### src/rtl/ysyx_22050612_ifu_pkg.sv
// Shared definitions for the instruction fetch unit: FSM state encoding,
// the bubble instruction and the default boot address.
package ysyx_22050612_ifu_pkg;

  typedef enum logic [2:0] {
    S_IDLE = 3'd0,
    S_REQ  = 3'd1,
    S_WAIT = 3'd2,
    S_OUT  = 3'd3,
    S_ERR  = 3'd4
  } ifu_state_e;

  // addi x0, x0, 0 -- what decode sees before anything has been fetched
  localparam logic [31:0] NOP_INST = 32'h0000_0013;

  localparam logic [63:0] DEFAULT_RESET_PC = 64'h0000_0000_8000_0000;

endpackage

### src/rtl/ysyx_22050612_ifu_muxkey.sv
// Generic key/value lookup mux: the lut packs NR_KEY {key, data} pairs,
// pair 0 in the least significant bits. Unmatched keys yield zero.
module ysyx_22050612_MuxKey #(
  parameter int NR_KEY   = 2,
  parameter int KEY_LEN  = 1,
  parameter int DATA_LEN = 32
) (
  output logic [DATA_LEN-1:0]                  out,
  input  logic [KEY_LEN-1:0]                   key,
  input  logic [NR_KEY*(KEY_LEN+DATA_LEN)-1:0] lut
);

  localparam int PAIR_LEN = KEY_LEN + DATA_LEN;

  // Scan every pair and forward the data of the one whose key matches
  always_comb begin
    out = '0;
    for (int i = 0; i < NR_KEY; i++) begin
      if (lut[i*PAIR_LEN+DATA_LEN +: KEY_LEN] == key) begin
        out = lut[i*PAIR_LEN +: DATA_LEN];
      end
    end
  end

endmodule

### src/rtl/ysyx_22050612_ifu.sv
// Instruction fetch stage: owns the architectural PC, issues one outstanding
// doubleword fetch at a time, picks the 32-bit word addressed by pc[2] and
// hands it to decode. A redirect from EXU replaces the PC; a fetch already in
// flight when that happens is marked by kill and its response thrown away.
module ysyx_22050612_ifu
  import ysyx_22050612_ifu_pkg::*;
#(
  parameter int              XLEN     = 64,
  parameter logic [XLEN-1:0] RESET_PC = XLEN'(DEFAULT_RESET_PC)
) (
  input  logic            clk,
  input  logic            rst_n,
  input  logic            redirect_valid,
  input  logic [XLEN-1:0] redirect_pc,
  output logic            imem_req_valid,
  input  logic            imem_req_ready,
  output logic [XLEN-1:0] imem_req_addr,
  input  logic            imem_resp_valid,
  input  logic [63:0]     imem_resp_data,
  output logic            inst_valid,
  input  logic            inst_ready,
  output logic [31:0]     inst,
  output logic [XLEN-1:0] inst_pc,
  output logic            fetch_err
);

  ifu_state_e      state_q, state_d;
  logic [XLEN-1:0] pc_q, pc_d;
  logic            kill_q, kill_d;
  logic [31:0]     inst_q, inst_d;
  logic [XLEN-1:0] inst_pc_q, inst_pc_d;
  logic [31:0]     sel_word;
  logic            bad_target;

  // Upper word when pc[2] is set, lower word otherwise
  ysyx_22050612_MuxKey #(
    .NR_KEY  (2),
    .KEY_LEN (1),
    .DATA_LEN(32)
  ) u_word_sel (
    .out(sel_word),
    .key(pc_q[2]),
    .lut({1'b1, imem_resp_data[63:32], 1'b0, imem_resp_data[31:0]})
  );

  assign bad_target = redirect_valid && (redirect_pc[1:0] != 2'b00);

  // Next-state, next-PC and instruction-latch decisions
  always_comb begin
    state_d   = state_q;
    pc_d      = pc_q;
    kill_d    = kill_q;
    inst_d    = inst_q;
    inst_pc_d = inst_pc_q;
    unique case (state_q)
      S_IDLE: state_d = S_REQ;
      S_REQ: begin
        if (redirect_valid) begin
          pc_d = redirect_pc;
          if (imem_req_ready) begin
            kill_d  = 1'b1;
            state_d = S_WAIT;
          end
        end else if (imem_req_ready) begin
          state_d = S_WAIT;
        end
      end
      S_WAIT: begin
        if (redirect_valid) begin
          pc_d = redirect_pc;
          if (imem_resp_valid) begin
            kill_d  = 1'b0;
            state_d = S_REQ;
          end else begin
            kill_d = 1'b1;
          end
        end else if (imem_resp_valid) begin
          if (kill_q) begin
            kill_d  = 1'b0;
            state_d = S_REQ;
          end else begin
            inst_d    = sel_word;
            inst_pc_d = pc_q;
            state_d   = S_OUT;
          end
        end
      end
      S_OUT: begin
        if (redirect_valid) begin
          pc_d    = redirect_pc;
          state_d = S_REQ;
        end else if (inst_ready) begin
          pc_d    = pc_q + XLEN'(4);
          state_d = S_REQ;
        end
      end
      S_ERR: state_d = S_ERR;
      default: state_d = S_IDLE;
    endcase
    // A misaligned target is fatal no matter which state saw it
    if (bad_target && (state_q != S_ERR)) begin
      pc_d    = redirect_pc;
      state_d = S_ERR;
    end
  end

  // State, PC, kill flag and held instruction registers
  always_ff @(posedge clk or negedge rst_n) begin
    if (!rst_n) begin
      state_q   <= S_IDLE;
      pc_q      <= RESET_PC;
      kill_q    <= 1'b0;
      inst_q    <= NOP_INST;
      inst_pc_q <= '0;
    end else begin
      state_q   <= state_d;
      pc_q      <= pc_d;
      kill_q    <= kill_d;
      inst_q    <= inst_d;
      inst_pc_q <= inst_pc_d;
    end
  end

  assign imem_req_valid = (state_q == S_REQ);
  assign imem_req_addr  = {pc_q[XLEN-1:3], 3'b000};
  assign inst_valid     = (state_q == S_OUT);
  assign inst           = inst_q;
  assign inst_pc        = inst_pc_q;
  assign fetch_err      = (state_q == S_ERR);

  // Responses are only legal while a fetch is outstanding or after a fault
  assert property (@(posedge clk) disable iff (!rst_n)
    imem_resp_valid |-> ((state_q == S_WAIT) || (state_q == S_ERR)));

endmodule
### config.mk
export PLATFORM = sky130hd
export DESIGN_NAME = ysyx_22050612_ifu
export DESIGN_NICKNAME = d
export VERILOG_FILES = /design/src/rtl/ysyx_22050612_ifu_pkg.sv /design/src/rtl/ysyx_22050612_ifu_muxkey.sv /design/src/rtl/ysyx_22050612_ifu.sv
export SDC_FILE = /design/constraint.sdc
export NUM_CORES = 1
export LEC_CHECK = 0
export CORE_ASPECT_RATIO = 0.5
export CORE_MARGIN = 8
export CORE_UTILIZATION = 35
export CTS_BUF_LIST = sky130_fd_sc_hd__clkbuf_8
export DETAILED_ROUTE_END_ITERATION = 8
export GPL_ROUTABILITY_DRIVEN = 0
export PLACE_DENSITY = 0.59
export SYNTH_ARGS = -nofsm -noshare
export SYNTH_HDL_FRONTEND = slang
export SYNTH_HIERARCHICAL = 1
export SYNTH_SLANG_ARGS = --single-unit
export TNS_END_PERCENT = 50
### constraint.sdc
create_clock -name clk -period 2.8 [get_ports clk]
set_input_delay 0.28 -clock clk [delete_from_list [all_inputs] [get_ports clk]]
set_output_delay 0.28 -clock clk [all_outputs]
set_load 0.01 [all_outputs]
* After elaboration in Yosys (flattened, before gate mapping)
Index checks and enable logic that the tools add are counted.
Word-level totals: memory bits (writable) 0, latch bits 0, memories 0, flip-flop bits (word level) 164, ROM bits 0, word-level logic and storage cells 52
Operators by class: equality and inequality tests 12, order comparisons 0, multipliers 0, reductions and logical operators 11, bitwise gates (word level) 2, add/sub/neg operators 1, muxes and demuxes 21, shifts and indexed selects 0, divide/modulo/power cells 0
Operator list (count):
- 64-bit two-way mux | 4
- 64-bit case mux with 2 select lines | 1
- 64-bit by 3-bit adder with 64-bit output, second input constant | 1
- 32-bit two-way mux | 1
- 3-bit two-way mux | 7
- 3-bit case mux with 5 select lines | 1
- 3-bit != test, second input constant | 3
- 4-bit AND reduction | 2
- 3-bit by 2-bit == test with 1-bit output, second input constant | 2
- 3-bit by 1-bit != test with 1-bit output, second input constant | 2
- 3-bit AND reduction | 2
- 1-bit two-way mux | 5
- 4-bit by 2-bit != test with 1-bit output, second input constant | 1
- 2-bit nonzero test | 2
- 3-bit by 1-bit == test with 1-bit output, second input constant | 1
- 3-bit == test, second input constant | 1
- 3-bit zero test | 1
- 3-bit nonzero test | 1
- 1-bit logical AND | 2
- 2-bit two-way mux | 1
- 2-bit by 1-bit != test with 1-bit output, second input constant | 1
- 2-bit != test, second input constant | 1
- 1-bit inverter | 2
- 1-bit case mux with 2 select lines | 1
- 2-bit OR reduction | 1

* Depth between registers and ports, before layout
Gate-level depths: netlist (run 1).
word-level depth 5, depth in mapped cells 9, mapped depth without buffers 6

* Cells and area by module
The synthesis (run 1) kept the hierarchy.
By module, submodules not included:
- ysyx_22050612_ifu | cells each 884, seq. area each 4108.9 um^2, area each 8854.7 um^2, instances 1
- ysyx_22050612_MuxKey | cells each 188, seq. area each 0.0 um^2, area each 1347.5 um^2, instances 1

* Worst setup path after synthesis (run 1)
Ideal clock, no wire load.
path kind register -> register, from register pc_q[2], to register pc_q[52], path slack 0.210 ns, cell stages (with the launch flop) 8, library setup time 0.069 ns, arrival 2.521 ns, data required time 2.731 ns, cells stage by stage dfrtp_1 ha_1 nand4_2 or4_1 buf_2 or4_4 or4b_1 nand3_1
Between the ends: longest elaborated chain between the ends 5
Ends and longest elaborated chain:
- start: declaration | RTL line ysyx_22050612_ifu.sv:28 | logic [XLEN-1:0] pc_q, pc_d;
- start signal: assignment | RTL line ysyx_22050612_ifu.sv:117 | pc_q <= pc_d;
- 64-bit by 3-bit adder with 64-bit output | RTL line ysyx_22050612_ifu.sv:93 | pc_d = pc_q + XLEN'(4);
- 64-bit two-way mux | RTL line ysyx_22050612_ifu.sv:92 | end else if (inst_ready) begin
- 64-bit two-way mux | RTL line ysyx_22050612_ifu.sv:89 | if (redirect_valid) begin
- 64-bit case mux with 2 select lines | RTL line ysyx_22050612_ifu.sv:55 | unique case (state_q)
- 64-bit two-way mux | RTL line ysyx_22050612_ifu.sv:101 | if (bad_target && (state_q != S_ERR)) begin
No other way between the ends. The select of a mux whose other input is x is not followed. A chain may end at the register's enable or synchronous reset.

* Worst setup path after layout (run 1)
from register pc_q[3], to register pc_q[52]
The elaborated chain is that of the path after synthesis.

==> metrics.md, run 1 <==
| Metric | Value |
|---|---|
| CP Class | flip-flop to flip-flop |
| Sequential Power Share | 36.9% |
| Initial DRC count | 808 |
| Switching share of total power | 39.1% |
| Area of the multi-input gates | 5290 um2 |
| Final Util | 47.9% |
| Die H | 137 um |
| Syn Std Cell Area | 10200 um2 |
| TritonCTS clock tree | built |
| Pin count of the biggest net entering global routing | 119 |
| Fin nets | 1432 |
| Fill cells | 2677 |
| Ratio of cells with drive above 1 in the final layout | 15.5% |
| Dpl cells | 1668 |
| Clock Sinks | 164 |
| Clock Tree Root | clkbuf_8 |
| Antenna diodes | 0 |
| Worst setup SP type | flip-flop |
| Residual DRC | 0 |
| FF+latch count, synth | 164 |
| Core area | 28800 um2 |
| Setup crit end kind | flip-flop |
| Fin. max-slew vios | 0 |
| Post-CTS Resized | 0 |
| Peak VDD IR | 0.336 mV |
| Maxcap violations | 0 |
| Register area share after synthesis | 40.3% |
| Most frequent cells in the layout | clkdlybuf4s50_1 (292), dfrtp_1 (160), mux2_2 (94) |
| Worst-path clk slew | 0.10 ns |
| Logic pwr share | 43.1% |
| Final Hold Viols | 0 |
| Non-filler instance count after layout | 1701 |
| Final Setup Violations | 0 |
| Ys flop type | dfrtp_1 |
| Worst-margin pin slew | 0.725 ns |
| Synthesized instance count | 1072 |
| Register area | 4110 um2 |
| # Post-CTS Setup Buffers | 0 |
| Area Growth Syn to Fin | 35.6% |
| Final Critical Period | 2.61 ns |
| Reg-to-reg setup timing slack | 0.19 ns |
| Total Wirelength | 36800 um |
| Share of the synthesized area in the top cell type | 39.2% |
| Power per standard cell area | 729 nW/um2 |
| Final worst path period share | 93.2% |
| First-pass DRT Iterations | 6 |
| Worst-skew pair later-pin latency | 0.51 ns |
| Leak pwr | 5.49 nW |
| Rows | 44 |
| Reg2Reg Launch Point | pc_q[3]$_DFFE_PN0P_ |
| Die area | 35200 um2 |
| Min-Delay Path Class | input port to asynchronous set/reset pin |
| Unrepaired setup endpoints after global routing | false |
| Die X | 257 um |
| Initial antenna violation count | 0 |
| Max Clock Freq | 383 MHz |
| Post-DP HPWL | 26700 um |
| Worst EP required | 3.25 ns |
| Fin worst setup slack | 0.190 ns |
| Mapped Avg Cell Area | 9.52 um2 |
| DR WL/cell | 21.7 um |
| Vias per cell | 5.66 |
| Commonest non-fill, non-tap cell in the layout | clkdlybuf4s50_1 |
| ANT nets after route | 0 |
| Cells on worst reg2reg path | 6 |
| Ys async rst share | 100% |
| P_int | 6.14 mW |
| Clock network power share | 20.1% |
| Io pins | 297 |
| I/O Buffers | 293 |
| Setup_tns | 0 ns |
| Cts hold-fix bufs | 1 |
| Netlist cell types | 66 |
| WP data arrival | 3.06 ns |
| Initial core utilization | 35.4% |
| Relative slew slack | 51.7% |
| Routed vias | 9631 |
| Clock skew | 0.0152 ns |
| First-pass GRT wire length | 56800 um |
| Syn. warnings | 6 |
| Status | finished, final reports clean |
| H-Tree Depth | 4 |
| Dpl ws | 0.218 ns |
| Net Sw Power | 3.94 mW |
| Number of CTS-inserted buffers | 17 |
| Gr ovfl total | 0 |
| Maximum fanout along the worst path | 6 |
| Post-synth top area cell | dfrtp_1 |
| All-Layer GR Usage | 20.3% |
| Vias in the first global route | 9602 |
| Max clock buf depth | 2 |
| Total power | 10.1 mW |
| Largest cells by area after synthesis | dfrtp_1 (39%), mux2_2 (10%), nand3b_1 (4.9%) |
| Number of flops mapped to enable cells by yosys | 0 |
| R2r endpoint | pc_q[52]$_DFFE_PN0P_ |
## cells by family (layout without fill, tap and decap cells)
| family | after synthesis | after routing | synth area share [%] |
|---|---|---|---|
| AO/OA/AOI/OAI | 237 | 237 | 16.8 |
| other | 2 | 6 | 0.0736 |
| adder cells (fa/ha/maj) | 3 | 3 | 0.319 |
| multiplexers | 95 | 95 | 10.5 |
| AND/OR/NAND/NOR | 415 | 415 | 23.5 |
| flip-flops | 164 | 164 | 40.3 |
| buffers and inverters | 156 | 390 | 8.61 |
## state kept, by name (all words and copies together) (netlist names)
register / count
kill_q: 1
state_q: 3
inst: 32
pc_q: 64
inst_pc: 64
## layout make-up
| cell class | count | area share [%] |
|---|---|---|
| sequential | 164 | 29.7 |
| clock buffer | 19 | 1.89 |
| inverter | 5 | 0.136 |
| clock inverter | 13 | 1.30 |
| timing repair buffer | 353 | 25.2 |
| multi-input combinational | 756 | 38.2 |
| tap | 391 | 3.54 |
## worst max-delay path by stage
stage,from,end,depth (start not counted)
2_1_floorplan,pc_q[2]$_DFFE_PN0P_,pc_q[52]$_DFFE_PN0P_,7
3_3_place_gp,pc_q[3]$_DFFE_PN0P_,pc_q[52]$_DFFE_PN0P_,6
3_5_place_dp,pc_q[2]$_DFFE_PN0P_,pc_q[60]$_DFFE_PN0P_,6
4_1_cts,pc_q[2]$_DFFE_PN0P_,pc_q[52]$_DFFE_PN0P_,6
5_1_grt,pc_q[3]$_DFFE_PN0P_,pc_q[60]$_DFFE_PN0P_,6
6_report,pc_q[3]$_DFFE_PN0P_,pc_q[52]$_DFFE_PN0P_,6
## power groups by stage
stage                     Clock [mW]  Combinational (mW)  Sequential, mW
after floorplan                    0                2.54            3.61
after global placement             0                4.26            3.71
after detailed placement           0                4.33            3.75
after CTS                       2.08                4.35            3.71
after global routing            2.16                4.67            3.81
final                           2.02                4.34            3.72
## routing by layer
layer / wire, um / part of all wire, % / track usage [%]
met1: 15500 / 42 / 25.2
met2: 18500 / 50 / 35.5
met3: 2210 / 6.0 / 3.59
met4: 633 / 1.7 / 7.15
met5: 0 / 0 / 0
## synthesized netlist by cell type (18+ instances only)
cell	number
a21boi_0	32
a32oi_1	34
nor2_1	49
nand3_1	45
mux2_2	94
nand3b_1	66
nand2b_1	36
nor4_1	18
nor3_1	27
dfrtp_1	160
nand4_1	22
clkbuf_1	56
nand2_1	73
buf_4	65
o21ai_0	28
a21oi_1	43
## worst max-delay path, stage by stage (launching register included)
cell     delay, ns
dfrtp_1       0.37
ha_1          0.26
nand4_2       0.19
or4_1         0.68
or4_4         0.48
or4b_1        0.47
nand3_1       0.09
## through the flow
stage | area (um2) | hold slack [ns]
finish | 13800 | 0.322
global route | 13800 | 0.314
CTS | 13800 | 0.281
detailed placement | 13400 | 0.291
global placement | 13400 | 0.297
floorplan | 10200 | -0.0156
No activity file was read; power rests on OpenSTA's default activity.
==> run 2, diff against run 1 <==
==> constraint.sdc (replaced) <==
create_clock -name clk -period 3 [get_ports clk]
set_input_delay 0.3 -clock clk [delete_from_list [all_inputs] [get_ports clk]]
set_output_delay 0.3 -clock clk [all_outputs]
set_load 0.01 [all_outputs]
==> metrics.md, run 2 (synthesized netlist as in run 1, its figures left out) <==
| Metric | Value |
|---|---|
| Clock skew | 0.0164 ns |
| Post-CTS Resized | 0 |
| Sequential Power Share | 40.0% |
| Setup crit end kind | flip-flop |
| Dpl ws | 0.304 ns |
| Min-Delay Path Class | input port to asynchronous set/reset pin |
| Worst-margin pin slew | 0.852 ns |
| Relative slew slack | 42.8% |
| All-Layer GR Usage | 19.8% |
| Register area | 4110 um2 |
| Vias in the first global route | 9216 |
| Initial core utilization | 35.4% |
| Final Critical Period | 2.76 ns |
| Worst setup SP type | flip-flop |
| Fin worst setup slack | 0.244 ns |
| WP data arrival | 3.19 ns |
| Area Growth Syn to Fin | 33.7% |
| DR WL/cell | 21.2 um |
| Worst-path clk slew | 0.10 ns |
| Status | finished, final reports clean |
| CP startpoint | pc_q[3]$_DFFE_PN0P_ |
| Final worst path period share | 91.9% |
| Routed vias | 9490 |
| Maximum fanout along the worst path | 7 |
| H-Tree Depth | 4 |
| Commonest non-fill, non-tap cell in the layout | clkdlybuf4s50_1 |
| Number of CTS-inserted buffers | 17 |
| ANT nets after route | 0 |
| Final Util | 47.3% |
| Final Setup Violations | 0 |
| Initial DRC count | 857 |
| Setup_tns | 0 ns |
| CP cell instances | ha_1, nand4_2, or4_1, or4_4, or4b_1, nand3_1 |
| Gr ovfl total | 0 |
| Cts hold-fix bufs | 1 |
| Max Clock Freq | 363 MHz |
| Net Sw Power | 3.58 mW |
| Fin. max-slew vios | 0 |
| Logic pwr share | 41.2% |
| Worst-skew pair later-pin latency | 0.50 ns |
| I/O Buffers | 293 |
| Post-DP HPWL | 26100 um |
| Most frequent cells in the layout | clkdlybuf4s50_1 (292), dfrtp_1 (160), mux2_2 (94) |
| P_int | 5.46 mW |
| Die X | 257 um |
| # Post-CTS Setup Buffers | 0 |
| Clock Sinks | 164 |
| Ratio of cells with drive above 1 in the final layout | 14.2% |
| Initial antenna violation count | 2 |
| Max clock buf depth | 2 |
| Io pins | 297 |
| Max stage delay on crit path | 0.69 ns |
| Switching share of total power | 39.6% |
| Total Wirelength | 35700 um |
| Power per standard cell area | 662 nW/um2 |
| First-pass DRT Iterations | 6 |
| Reg2Reg Launch Point | pc_q[3]$_DFFE_PN0P_ |
| Final Hold Viols | 0 |
| Unrepaired setup endpoints after global routing | false |
| Pin count of the biggest net entering global routing | 119 |
| TritonCTS clock tree | built |
| CP Class | flip-flop to flip-flop |
| Residual DRC | 0 |
| Vias per cell | 5.64 |
| Worst EP required | 3.43 ns |
| Peak VDD IR | 0.340 mV |
| Core area | 28800 um2 |
| Maxcap violations | 0 |
| Die area | 35200 um2 |
| Fin nets | 1413 |
| Leak pwr | 5.36 nW |
| First-pass GRT wire length | 55200 um |
| Final hold slack | 0.373 ns |
| Die H | 137 um |
| Rows | 44 |
| Critical path's slowest cell | or4_1 |
| Fill cells | 2772 |
| Area of the multi-input gates | 5290 um2 |
| Clock network power share | 18.9% |
| Clock Tree Root | clkbuf_8 |
-- run 2: changes by cell type in the layout (fill, tap and decap cells not counted), sizes merged --
cell / previous run / this run
inv: 10 / 11
diode: 0 / 2
clkinv: 3 / 1
buf: 60 / 41
clkinvlp: 1 / 3
clkbuf: 19 / 20
bufinv: 4 / 2
-- run 2: power groups by stage --
stage	Clock [mW]	Sequential, mW	Combinational [mW]
after detailed placement	0	3.64	3.72
after global routing	1.85	3.72	4.02
final	1.70	3.61	3.72
after floorplan	0	3.37	2.37
after global placement	0	3.61	3.68
after CTS	1.77	3.60	3.74
-- run 2: layout make-up --
cell class | count | area share [%]
tap | 391 | 3.59
antenna | 2 | 0.0367
timing repair buffer | 334 | 24.4
clock buffer | 20 | 2.02
inverter | 5 | 0.138
multi-input combinational | 756 | 38.7
sequential | 164 | 30.1
clock inverter | 12 | 0.945
-- run 2: worst max-delay path: cells and delay by family (launching register included) --
kind / cells / cell delay (ns)
and+or+nand+nor: 5 / 1.93
DFF: 1 / 0.46
adders and majority gates: 1 / 0.29
-- run 2: metrics by stage --
stage	cell area, um2	instances	power [mW]
5_1_grt	13600	1684	9.59
3_5_place_dp	13200	1649	7.37
4_1_cts	13600	1682	9.11
3_3_place_gp	13200	1649	7.29
6_report	13600	1684	9.04
2_1_floorplan	10200	1076	5.74
-- run 2: routing by layer --
| layer | vias up | wire length [um] | global-route usage, % |
|---|---|---|---|
| li1 | 4386 | - | - |
| met1 | 4748 | 15500 | 25.2 |
| met2 | 306 | 17500 | 33.2 |
| met3 | 50 | 1980 | 3.99 |
| met4 | 0 | 810 | 7.25 |
| met5 | - | 0 | 0 |
-- run 2: worst paths after layout --
| kind | end | slack, ns | cells past startpoint |
|---|---|---|---|
| min in group clk | pc_q[3]$_DFFE_PN0P_ | 0.38 | 3 |
| worst min-delay path | inst_pc[17]$_DFFE_PN0P_ | 0.37 | 2 |
| worst min register to register | inst_pc[60]$_DFFE_PN0P_ | 0.49 | 2 |
| worst max register to register | pc_q[52]$_DFFE_PN0P_ | 0.24 | 6 |
| max in group asynchronous | inst[4]$_DFFE_PN1P_ | 1.86 | 3 |
| worst max-delay path | pc_q[52]$_DFFE_PN0P_ | 0.24 | 6 |
